`src/rtl/frogger_game_sequencer.sv`:
```
// Game-flow controller: idle/play/hit-freeze/goal-freeze/game-over, owns score, lives, level and car speed.
// Latency: every output is registered; a state change lands one clock after the triggering input is sampled.
// No backpressure: inputs are levels/pulses sampled each clock; frozen states ignore collision and goal inputs.
module frogger_game_sequencer #(
    parameter int unsigned c_LIVES      = 3,
    parameter int unsigned c_MAX_SCORE  = 99,
    parameter int unsigned c_LEVEL_PTS  = 5,
    parameter int unsigned c_BASE_SLOW  = 2000000,
    parameter int unsigned c_SLOW_STEP  = 200000,
    parameter int unsigned c_MIN_SLOW   = 400000,
    parameter int unsigned c_HIT_FRAMES = 60,
    parameter int unsigned c_WIN_FRAMES = 30
) (
    input  logic        i_Clk,
    input  logic        i_Rst,
    input  logic        i_Frame_Tick,
    input  logic        i_Game_Start,
    input  logic        i_Collided,
    input  logic        i_Frog_Home,
    output logic [2:0]  o_State,
    output logic        o_Play_En,
    output logic        o_Frog_Reset,
    output logic [6:0]  o_Score,
    output logic [1:0]  o_Lives,
    output logic [3:0]  o_Level,
    output logic [23:0] o_Slow_Count,
    output logic        o_LED_1
);

    typedef enum logic [2:0] {
        IDLE      = 3'd0,
        PLAYING   = 3'd1,
        HIT       = 3'd2,
        SCORED    = 3'd3,
        GAME_OVER = 3'd4
    } state_t;

    localparam logic [1:0]  LIVES_INIT = 2'(c_LIVES);
    localparam logic [6:0]  MAX_SCORE  = 7'(c_MAX_SCORE);
    localparam logic [6:0]  LEVEL_PTS  = 7'(c_LEVEL_PTS);
    localparam logic [23:0] BASE_SLOW  = 24'(c_BASE_SLOW);
    localparam logic [23:0] SLOW_STEP  = 24'(c_SLOW_STEP);
    localparam logic [23:0] MIN_SLOW   = 24'(c_MIN_SLOW);
    // At or above this value a full step still lands on or above the floor,
    // so the subtraction can never wrap below zero.
    localparam logic [23:0] SLOW_KNEE  = 24'(c_MIN_SLOW + c_SLOW_STEP);
    localparam logic [7:0]  HIT_N      = 8'(c_HIT_FRAMES);
    localparam logic [7:0]  WIN_N      = 8'(c_WIN_FRAMES);

    state_t      state;
    logic        start_prev;
    logic [7:0]  frame_cnt;
    logic [6:0]  level_pts;
    logic        start_evt;
    logic [7:0]  frame_nxt;

    assign start_evt = i_Game_Start & ~start_prev;
    assign frame_nxt = frame_cnt + 8'd1;
    assign o_State   = state;

    // Session sequencer: state, counters and all registered outputs in one place.
    always_ff @(posedge i_Clk or posedge i_Rst) begin
        if (i_Rst) begin
            state        <= IDLE;
            start_prev   <= 1'b1;
            frame_cnt    <= 8'd0;
            level_pts    <= 7'd0;
            o_Play_En    <= 1'b0;
            o_Frog_Reset <= 1'b0;
            o_Score      <= 7'd0;
            o_Lives      <= LIVES_INIT;
            o_Level      <= 4'd0;
            o_Slow_Count <= BASE_SLOW;
            o_LED_1      <= 1'b0;
        end else begin
            start_prev   <= i_Game_Start;
            o_Frog_Reset <= 1'b0;
            case (state)
                IDLE, GAME_OVER: begin
                    if (start_evt) begin
                        state        <= PLAYING;
                        o_Play_En    <= 1'b1;
                        o_Frog_Reset <= 1'b1;
                        o_Score      <= 7'd0;
                        o_Lives      <= LIVES_INIT;
                        o_Level      <= 4'd0;
                        level_pts    <= 7'd0;
                        o_Slow_Count <= BASE_SLOW;
                        o_LED_1      <= 1'b0;
                    end
                end
                PLAYING: begin
                    // Collision takes priority over reaching home in the same cycle.
                    if (i_Collided) begin
                        state     <= HIT;
                        o_Play_En <= 1'b0;
                        frame_cnt <= 8'd0;
                        if (o_Lives != 2'd0) begin
                            o_Lives <= o_Lives - 2'd1;
                        end
                    end else if (i_Frog_Home) begin
                        state     <= SCORED;
                        o_Play_En <= 1'b0;
                        frame_cnt <= 8'd0;
                        if (o_Score < MAX_SCORE) begin
                            o_Score <= o_Score + 7'd1;
                            if (level_pts + 7'd1 == LEVEL_PTS) begin
                                level_pts <= 7'd0;
                                if (o_Level != 4'hF) begin
                                    o_Level <= o_Level + 4'd1;
                                end
                                o_Slow_Count <= (o_Slow_Count >= SLOW_KNEE) ?
                                                (o_Slow_Count - SLOW_STEP) : MIN_SLOW;
                            end else begin
                                level_pts <= level_pts + 7'd1;
                            end
                        end
                    end
                end
                HIT: begin
                    if (i_Frame_Tick) begin
                        frame_cnt <= frame_nxt;
                        if (frame_nxt == HIT_N) begin
                            if (o_Lives == 2'd0) begin
                                state   <= GAME_OVER;
                                o_LED_1 <= 1'b1;
                            end else begin
                                state        <= PLAYING;
                                o_Play_En    <= 1'b1;
                                o_Frog_Reset <= 1'b1;
                            end
                        end
                    end
                end
                SCORED: begin
                    if (i_Frame_Tick) begin
                        frame_cnt <= frame_nxt;
                        if (frame_nxt == WIN_N) begin
                            state        <= PLAYING;
                            o_Play_En    <= 1'b1;
                            o_Frog_Reset <= 1'b1;
                        end
                    end
                end
                default: begin
                    state     <= IDLE;
                    o_Play_En <= 1'b0;
                end
            endcase
        end
    end

endmodule
```
`config.mk`:
```
export PLATFORM = sky130hd
export DESIGN_NAME = frogger_game_sequencer
export DESIGN_NICKNAME = d
export VERILOG_FILES = /design/src/rtl/frogger_game_sequencer.sv
export SDC_FILE = /design/constraint.sdc
export NUM_CORES = 1
export LEC_CHECK = 0
export BUFFER_PORTS_ARGS = -buffer_cell sky130_fd_sc_hd__buf_2
export CAP_MARGIN = 30
export CORE_MARGIN = 4
export CORE_UTILIZATION = 52
export DETAILED_ROUTE_END_ITERATION = 7
export PLACE_DENSITY = 0.77
export SLEW_MARGIN = 20
export SYNTH_ARGS = -nofsm -noshare
export SYNTH_HDL_FRONTEND = slang
export SYNTH_SLANG_ARGS = --single-unit
```
`constraint.sdc`:
```
create_clock -name i_Clk -period 2.2 [get_ports i_Clk]
set_clock_uncertainty 0.1 [all_clocks]
set_input_delay 0.11 -clock i_Clk [delete_from_list [all_inputs] [get_ports i_Clk]]
set_output_delay 0.11 -clock i_Clk [all_outputs]
set_load 0.05 [all_outputs]
```
==> impl_metrics.toml <==
[outcome]
status = "completed"

[detailed_routing]
drt_iter0_drc = 238
drt-total-wl_um = 8907
drc = 0
avgViaCountPerCell = 6.065
dr_total_vias = 3190
drtAntennaViolNets = 0
wl_per_cell_um = 16.93
first_pass_iters = 8

[critical_path]
path_class = "flop to flop"
r2r-start = "frame_cnt[0]$_DFFE_PP0P_"
path_max_fanout = 5
r2r_slack_ns = 0.07
timing.rr.end = "o_Play_En$_DFFE_PP0P_"
cp.arrival_ns = 2.23
worst_setup_path_end_kind = "flop"
startpoint_type = "flop"
rr_worst_depth = 6
required_ns = 2.30

[hold_path]
hold_end = "frame_cnt[5]$_DFFE_PP0P_"
min_from = "i_Frame_Tick"
hold_depth = 3
min_path_type = "input pin to flop"

[sta]
postLayoutSetupSlackWorst_ns = 0.06608
setup_viol = 0
fin_crit_sh = 0.9700
maxClockFrequency_mhz = 468.6
hold_viol_final = 0
finalCriticalPeriod_ns = 2.134
slew_headroom = 0.6717
setup-tns-final_ns = 0
worst_pin_slew_ns = 0.4848
slew_viol_final = 0

[synthesis]
synth_top_area_cell = "dfrtp_1"
syn_area_per_cell_um2 = 9.228
ys_ff_latch = 53
syn_inst = 365
synth-edff-count = 0
synth_top_area_frac = 0.3195
synth_cell_type_count = 76
synth-async-reset-ratio = 1.000
yosysSeqAreaShare = 0.3975
synth_area_mm2 = 0.003368
ys.flop_type = "dfrtp_1"
synthTopCellsByArea = "dfrtp_1 32%, dfstp_2 7.8%, o21ai_0 5.3%"
yosysWarnings = 0

[clock_network]
clk_latency_ns = 0.31
htree_levels = 2
cts_sinks = 53
cts_made_buffers = 5
cts.path.max_buffers = 2
clkTransAtPathRegs_ns = 0.09
cts-root-buf = "clkbuf_8"
cts_tree = "yes"

[power_and_ir_drop]
p_leak_nw = 1.867
ir_worst_vdd_uv = 650.1
power_density_mw_per_mm2 = 1126

[global_routing]
gr-total-overflow = 0
antenna_found_initial = 0
grt_pass1_wl_um = 14280
grt_max_degree = 34
track_usage = 0.2293
grt_pass1_vias = 2888

[placed_design]
hpwl_um = 6244
place_congestion = 0.9519
portBuffers = 42
place_inst = 506
pre_cts_ws_ns = -0.03749

[layout]
layout.nets = 464
antenna_cells = 0
area_delta_synth_final_pct = 24.89
final_cell_count_no_fill = 526
final_util = 0.6663
drive_above_1_share = 0.3430
layout_common_cells = "43 x buf_2, 43 x buf_4, 36 x o21ai_0"

[run]
drv_cap = 0

[floorplanning]
ios = 49
fp.dieW_um = 88.48
start_util = 0.5335
rows = 29
core-area_mm2 = 0.006314
die_h_um = 88.48
die_area_mm2 = 0.007829
repair_timing:
item                                   CTS  global route
setup buffers                            2             7
gates cloned                             0             1
pin swaps                                1            10
gates resized for setup                  3            27
hold buffers                             2             0
endpoints found under the hold margin   15             0
setup endpoints to repair                4            24
worst max-delay path by stage:
stage | cells past startpoint | end | slack [ns] | from
finish | 6 | o_Play_En$_DFFE_PP0P_ | 0.07 | frame_cnt[0]$_DFFE_PP0P_
global route | 9 | o_Slow_Count[11]$_DFFE_PP0P_ | -0.02 | level_pts[0]$_DFFE_PP0P_
CTS | 7 | o_Slow_Count[22]$_DFFE_PP0P_ | -0.009 | level_pts[0]$_DFFE_PP0P_
detailed placement | 7 | o_Play_En$_DFFE_PP0P_ | -0.04 | frame_cnt[1]$_DFFE_PP0P_
global placement | 6 | o_Slow_Count[22]$_DFFE_PP0P_ | 0.08 | o_Score[1]$_DFFE_PP0P_
floorplan | 6 | o_Slow_Count[21]$_DFFE_PP0P_ | -0.04 | o_Slow_Count[7]$_DFFE_PP1P_
cells by family after synthesis:
family                   after synthesis  synth area share
AO/OA/AOI/OAI                        128            0.2794
AND/OR/NAND/NOR                      121            0.1906
flip-flops                            53            0.3975
buffers and inverters                 39           0.05720
XOR/XNOR                              11           0.03084
adder cells (fa/ha/maj)               10           0.03715
multiplexers                           2          0.006315
other                                  1          0.001113
synth_stat cells (5+ instances only):
library cell  instances
o211ai_1              6
nor2_1               28
nand2_1              28
o21a_1                5
dfstp_2              10
ha_1                 10
inv_1                17
nand4_1               6
buf_4                 6
clkbuf_1              6
buf_2                 7
a21oi_1              13
a31oi_1              11
dfrtp_1              43
nand3_1              18
o31ai_1              10
o21ai_0              36
xor2_1                7
nor2b_1               7
critical path, stage by stage, from the launching register on:
cell and delay (ns):
dfrtp_2 0.45, a31o_4 0.26, a2111oi_4 0.37, o22ai_2 0.16
o21a_4 0.25, a311o_1 0.26, a21o_1 0.16
routing by layer:
layer  vias up  part of all wire  GRT usage
li1       1499                 -          -
met1      1567              0.45     0.3308
met2       103              0.48     0.3589
met3        21             0.050    0.03352
met4         0             0.019    0.06593
met5         -                 0          0
report_power, final:
part | internal [mW] | switching (mW) | total, mW
Sequential | 1.21 | 0.255 | 1.47
Clock | 0.227 | 0.313 | 0.540
Combinational | 0.983 | 1.75 | 2.73
Total | 2.42 | 2.31 | 4.74
cell type report:
type | instances | area (µm²)
clock buffers | 8 | 80.08
fillers | 505 | 2107
inverters | 18 | 67.56
multi-input cells | 278 | 1999
flip-flops and latches | 53 | 1350
well taps | 77 | 96.34
repair buffers | 92 | 613.1
through the flow:
step                      area, µm²  hold slack, ns  power [mW]
after floorplan                3406         0.01448       3.177
after global routing           4207         0.02022       5.021
after detailed placement       3885         0.06752       3.954
after CTS                      4006        0.002267       4.513
after global placement         3885         0.04899       3.884
final                          4207        0.007438       4.738
flip-flops by register name, summed over array words and instances, names as in the netlist:
name and flops:
o_Slow_Count 18, level_pts 7, start_prev 1, o_Score 7, frame_cnt 8, o_Frog_Reset 1, o_Lives 2, o_State 3
o_Play_En 1, o_Level 4, o_LED_1 1
Note: power is estimated with default switching activity, not from simulation.
